<file path="src/rtl/vga_sync.sv">
`timescale 1ns/1ps
// VGA raster timing: pixel-rate enable, 10-bit column/line counters, registered sync pins and frame tick.
// All outputs are registered from next-state counts, so they always match the pix_x/pix_y they accompany.
module vga_sync #(
    parameter int CLK_DIV   = 4,
    parameter int H_DISPLAY = 640,
    parameter int H_FRONT   = 16,
    parameter int H_SYNC    = 96,
    parameter int H_BACK    = 48,
    parameter int V_DISPLAY = 480,
    parameter int V_FRONT   = 10,
    parameter int V_SYNC    = 2,
    parameter int V_BACK    = 33,
    parameter bit SYNC_POL  = 1'b0
) (
    input  logic       clk,
    input  logic       reset,
    output logic       p_tick,
    output logic [9:0] pix_x,
    output logic [9:0] pix_y,
    output logic       video_on,
    output logic       hsync,
    output logic       vsync,
    output logic       frame_tick
);

    localparam int H_TOTAL  = H_DISPLAY + H_FRONT + H_SYNC + H_BACK;
    localparam int V_TOTAL  = V_DISPLAY + V_FRONT + V_SYNC + V_BACK;
    localparam int HS_START = H_DISPLAY + H_FRONT;
    localparam int HS_END   = H_DISPLAY + H_FRONT + H_SYNC;
    localparam int VS_START = V_DISPLAY + V_FRONT;
    localparam int VS_END   = V_DISPLAY + V_FRONT + V_SYNC;
    localparam int DW       = (CLK_DIV > 1) ? $clog2(CLK_DIV) : 1;

    localparam logic [DW-1:0] DIV_MAX = DW'(CLK_DIV - 1);
    localparam logic [9:0]    H_MAX   = 10'(H_TOTAL - 1);
    localparam logic [9:0]    V_MAX   = 10'(V_TOTAL - 1);

    logic [DW-1:0] div_cnt;
    logic [DW-1:0] div_next;
    logic [9:0]    x_next;
    logic [9:0]    y_next;
    logic          h_act;
    logic          v_act;
    logic          vis_next;
    logic          frame_next;

    always_comb begin
        div_next = (div_cnt == DIV_MAX) ? '0 : div_cnt + DW'(1);
        x_next   = pix_x;
        y_next   = pix_y;
        // p_tick is high during the last clock of a pixel, so the counters step on the edge that ends it.
        if (p_tick) begin
            if (pix_x == H_MAX) begin
                x_next = '0;
                y_next = (pix_y == V_MAX) ? '0 : pix_y + 10'd1;
            end else begin
                x_next = pix_x + 10'd1;
            end
        end
        h_act      = (32'(x_next) >= HS_START) && (32'(x_next) < HS_END);
        v_act      = (32'(y_next) >= VS_START) && (32'(y_next) < VS_END);
        vis_next   = (32'(x_next) < H_DISPLAY) && (32'(y_next) < V_DISPLAY);
        frame_next = p_tick && (x_next == 10'd0) && (32'(y_next) == V_DISPLAY);
    end

    always_ff @(posedge clk or posedge reset) begin
        if (reset) begin
            div_cnt    <= '0;
            p_tick     <= 1'b0;
            pix_x      <= '0;
            pix_y      <= '0;
            video_on   <= 1'b1;
            hsync      <= ~SYNC_POL;
            vsync      <= ~SYNC_POL;
            frame_tick <= 1'b0;
        end else begin
            div_cnt    <= div_next;
            p_tick     <= (div_next == DIV_MAX);
            pix_x      <= x_next;
            pix_y      <= y_next;
            video_on   <= vis_next;
            hsync      <= h_act ? SYNC_POL : ~SYNC_POL;
            vsync      <= v_act ? SYNC_POL : ~SYNC_POL;
            frame_tick <= frame_next;
        end
    end

endmodule
</file>
<file path="config.mk">
export PLATFORM = sky130hd
export DESIGN_NAME = vga_sync
export DESIGN_NICKNAME = d
export VERILOG_FILES = /design/src/rtl/vga_sync.sv
export SDC_FILE = /design/constraint.sdc
export NUM_CORES = 1
export LEC_CHECK = 0
export CORE_MARGIN = 2
export CORE_UTILIZATION = 50
export DETAILED_ROUTE_END_ITERATION = 16
export PLACE_DENSITY = 0.76
export SETUP_SLACK_MARGIN = 0.05
export SLEW_MARGIN = 15
export SYNTH_ARGS = -nofsm -noshare
export SYNTH_HDL_FRONTEND = slang
export SYNTH_SLANG_ARGS = --single-unit
</file>
<file path="constraint.sdc">
create_clock -name clk -period 2.6 [get_ports clk]
set_input_delay 0.39 -clock clk [delete_from_list [all_inputs] [get_ports clk]]
set_output_delay 0.39 -clock clk [all_outputs]
set_load 0.02 [all_outputs]
</file>
Yosys cells after proc, flatten, opt, wreduce, memory -nomap -nowiden
Cells that the tools add are included.
{"block": "totals", "register_bits": 27, "word_cells": 36, "output_inout_bits": 25, "in_bits": 2}
{"block": "classes", "muxes": 8, "order_cmp": 6, "eq_ne": 5, "reduce_logical": 6, "addsub": 3}
{"operator": "$mux W10", "count": 5}
{"operator": "$add A10 B1 Y10 const B", "count": 2}
{"operator": "$eq A10 B10 Y1 const B", "count": 2}
{"operator": "$lt A10 B10 Y1 const B", "count": 2}
{"operator": "$lt A10 B9 Y1 const B", "count": 2}
{"operator": "$eq A10 B9 Y1 const B", "count": 1}
{"operator": "$ge A10 B10 Y1 const B", "count": 1}
{"operator": "$ge A10 B9 Y1 const B", "count": 1}
{"operator": "$logic_not A10 Y1", "count": 1}
{"operator": "$logic_and A1 B1 Y1", "count": 5}
{"operator": "$eq A2 B2 Y1 const B", "count": 2}
{"operator": "$add A2 B1 Y2 const B", "count": 1}
{"operator": "$mux W1", "count": 2}
{"operator": "$mux W2", "count": 1}

Depth between registers and ports, before layout
{"block": "depth", "word_depth": 7, "depth_mapped": 7, "mapped_depth_nobuf": 7}

Least setup slack after synthesis
Ideal clock, no wire load.
{"block": "synth_path", "kind": "flip-flop to flip-flop", "startpoint": "reg pix_x[0]", "endpoint": "reg frame_tick", "setup_time_ns": 0.121, "t_arrival_ns": 2.062, "setup_slack_ns": 0.417, "synth_period_minus_slack_ns": 2.183, "required_time_ns": 2.479, "stages_incl_launch_ff": 7, "n_path_buf": 0, "path_cell_list": "dfrtp_1 > ha_1 > nand4_1 > or4_1 > o21ai_0 > a2111oi_0 > and4bb_1"}
{"block": "synth_between", "elab_chain_cells": 6, "word_cells_on_any_way": 10, "classes_between": "add/sub: 1; eq/ne: 2; mux: 4; reduce/logical: 3"}
{"element": "start: declaration", "line": "19", "rtl": "output logic [9:0] pix_x,"}
{"element": "start signal: assignment", "line": "80", "rtl": "pix_x <= x_next;"}
{"element": "$add A10 B1 Y10 / $eq A10 B10 Y1 (equally long branches)", "line": "58, 54"}
{"element": "$mux W10", "line": "54", "rtl": "if (pix_x == H_MAX) begin"}
{"element": "$mux W10", "line": "53", "rtl": "if (p_tick) begin"}
{"element": "$logic_not A10 Y1", "line": "64", "rtl": "frame_next = p_tick && (x_next == 10'd0) && (32'(y_next) == V_DISPLAY);"}
{"element": "$logic_and A1 B1 Y1", "line": "64"}
{"element": "$logic_and A1 B1 Y1 *", "line": "64"}
{"element": "named net frame_next", "line": "46", "rtl": "logic frame_next;"}
{"element": "end signal: assignment", "line": "85", "rtl": "frame_tick <= frame_next;"}
{"element": "end: declaration", "line": "24", "rtl": "output logic frame_tick"}
Mark *: on every way through the listed nets, which the timed path passes. The rest lies on a longest branch.

Final worst setup path
Same ends and word-level chain as after synthesis.

==> metrics.md <==
| Metric | Value |
|---|---|
| Run status | complete, no violations |
| Area share of the largest cell type after synthesis | 0.370 |
| Clk sinks | 27 |
| Detailed router's first-iteration violation count | 49 |
| Pwr dens | 316 mW/mm2 |
| H-tree depth | 1 |
| Post-Synth Simple-Gate Area | 0.263 |
| Synth Instances | 167 |
| DRC | 0 |
| Worst EP required | 2860 ps |
| Die width | 61.0 um |
| Util after Layout | 0.640 |
| Post-CTS Setup Bufs | 0 |
| Largest cells by area after synthesis | dfrtp_1 37%, xnor2_1 5.9%, dfstp_2 4.9% |
| M2 GR Usage | 0.350 |
| Asr flop ratio synth | 1.00 |
| CTS tree | done |
| First-pass GRT wire length | 6.04 mm |
| Main combinational cell family by area after synthesis | simple AND/OR/NAND/NOR gates |
| Initial Utilization | 0.528 |
| Die ar. | 0.00372 mm2 |
| Area leader, netlist | dfrtp_1 |
| Core outline area | 0.00308 mm2 |
| Gr usage total | 0.218 |
| Post-synthesis sequential area ratio | 0.418 |
| VDD IR-drop max | 0.202 mV |
| Syn_area_per_cell | 9.72 um2 |
| Delay-heaviest family, CP | simple AND/OR/NAND/NOR gates |
| Flops & latches, synth | 27 |
| Dominant synthesized flop cell | dfrtp_1 |
| Worst setup EP type | register |
| Max cap viols | 0 |
| Critical Path AT | 2580 ps |
| Hold Crit Class | input pin to async pin |
| Int Pwr | 0.482 mW |
| Slowest stage delay, CP | 560 ps |
| Clk buf depth | 2 |
| Final hold violations | 0 |
| Mapped Area | 0.00162 mm2 |
| Min Clock Period, post-route | 2320 ps |
| GRT busiest layer | met2 |
| Crit path kind | register to register |
| Syn Nets | 174 |
| Routed len/inst | 15.7 um |
| Slew Viols, Final | 0 |
| Kind of start point of the critical path | register |
| Seq pwr share | 0.675 |
| Worst path bufs/invs | 0 |
| CP Max Fanout | 6 |
| Pin count of the biggest net entering global routing | 28 |
| Total Power | 0.623 mW |
| Number of flops mapped to enable cells by yosys | 0 |
| Setup violations, final | 0 |
| Worst slew pin tran | 455 ps |
| Initial antenna violation count | 0 |
| Worst path cell trace | ha_1 > nand4_1 > or4_1 > o21ai_0 > a2111oi_2 > and4bb_1 |
| Distinct cells, synth | 54 |
| Period utilization | 0.894 |
| Switch Pwr | 0.141 mW |
| Max-slew headroom | 0.697 |
| Fin Setup TNS | 0 ps |
| Gpl congestion | 0.926 |
| Via count | 1409 |
| Met3 Use GR | 0.0426 |
| Final clock skew | 17.3 ps |
| CP max stage cell | or4_1 |
| Sw Ratio | 0.227 |
| DRT antenna net count | 0 |
| Clk network pwr share | 0.309 |
| Worst-path clk slew | 160 ps |
| Post-Synth Adder-Cell Area | 0.0385 |
| TritonCTS Buffers | 3 |
| Layout cell share with drive strength beyond 1 | 0.109 |
| Layout area overhead | 21.3% |
| Die height | 61.0 um |
| Global route overflow | 0 |
| Area fraction in compound gates after synthesis | 0.136 |
| Layout Nets | 201 |
| Ys Warns | 0 |
| # IOs | 27 |
| P_leak | 0.773 nW |
| Post-synthesis xor/xnor area fraction | 0.0809 |
| Total Wirelength | 3.71 mm |
| Vias/cell | 5.95 |
| Comb pwr share | 0.017 |
| Port bufs | 26 |
| RSZ-0062 raised after global routing | no |
| Fmax achieved | 430 MHz |
| DR pass1 iterations | 4 |
| Clk_lat worst skew | 340 ps |
| Cts hold-fix bufs | 0 |
| Vias in the first global route | 1340 |
| Met1 Use GR | 0.292 |
| Hpwl dp | 2.73 mm |
| Antenna cells | 0 |
| Root buffer cell | clkbuf_4 |
| CTS resizes | 0 |
| Std-Cell Rows | 20 |
| Mux cell area share after synthesis | 0.0123 |
==> Yosys cell counts, types with 3 or more instances <==
library cell	count
and2_1	4
nand4_1	9
o21ai_0	8
clkbuf_1	3
nand3_1	7
nand2_1	8
nor3_1	3
dfstp_2	3
buf_2	4
dfrtp_1	24
xor2_1	4
inv_1	9
ha_1	5
nor4_1	4
nor2_1	11
xnor2_1	11
==> power by group through the flow <==
stage / sequential [mW] / clock [mW] / combinational (mW)
after global placement: 0.428 / 0 / 0.0110
after CTS: 0.420 / 0.195 / 0.0112
after global routing: 0.421 / 0.211 / 0.0126
final: 0.420 / 0.192 / 0.0104
after detailed placement: 0.428 / 0 / 0.0111
after floorplan: 0.428 / 0 / 0.00619
==> state kept, by name, summed over array words and instances, names as in the netlist <==
name	cells
video_on	1
div_cnt	2
pix_x	10
frame_tick	1
hsync	1
pix_y	10
p_tick	1
vsync	1
==> cell usage in the layout, fill, tap and decap left out, types with 3 or more instances in the layout <==
cell type | synthesis | final
o21ai_0 | 8 | 8
xor2_1 | 4 | 4
buf_4 | 1 | 5
and2_1 | 4 | 4
nand3_1 | 7 | 7
nand4_1 | 9 | 9
xnor2_1 | 11 | 11
clkbuf_4 | 0 | 3
nor3_1 | 3 | 3
nor4_1 | 4 | 3
dfstp_2 | 3 | 3
nor2_1 | 11 | 11
dfrtp_1 | 24 | 24
clkdlybuf4s50_1 | 0 | 26
ha_1 | 5 | 5
inv_1 | 9 | 9
nand2_1 | 8 | 8
==> through the flow <==
step / std cells / worst slack [ps] / hold slack, ps / instance area (um2)
floorplan: 167 / 417 / 428 / 1620
global placement: 233 / 389 / 440 / 1930
detailed placement: 233 / 160 / 452 / 1930
CTS: 237 / 139 / 397 / 1960
global route: 237 / 61.8 / 430 / 1970
finish: 237 / 277 / 367 / 1970
==> worst paths after layout <==
check                           startpoint  slack (ps)  cells after the start    endpoint
min in group clk                div_cnt[0]         470                      1  div_cnt[0]
max in group asynchronous            reset        1910                      3       hsync
worst max-delay path              pix_x[0]         280                      6  frame_tick
worst min-delay path                 reset         370                      3  div_cnt[1]
worst max register to register    pix_x[0]         280                      6  frame_tick
worst min register to register  div_cnt[0]         470                      1  div_cnt[0]
==> worst register-to-register path, delay by kind of cell (launching register included) <==
kind,cells,cell delay [ps]
and+or+nand+nor,3,1050
AOI/OAI and AO/OA,2,450
DFF,1,470
adders and majority gates,1,280
==> cell families after synthesis <==
group / Yosys count
buffers and inverters: 18
xor gates and xnor gates: 15
and+or+nand+nor: 69
adders and majority gates: 5
DFF: 27
AOI/OAI and AO/OA: 31
muxes: 2
==> routing by layer <==
layer,vias up,share of wire
li1,665,-
met1,691,0.44
met2,46,0.49
met3,7,0.055
met4,0,0.015
met5,-,0
==> area by class of cell <==
class / count / area [um2]
multi-input cells: 122 / 873
well taps: 44 / 55.1
flip-flops and latches: 27 / 679
clock inverters: 1 / 7.51
inverters: 9 / 33.8
repair buffers: 31 / 298
fillers: 265 / 1110
clock buffers: 3 / 22.5
No activity file was read; power rests on OpenSTA's default activity.
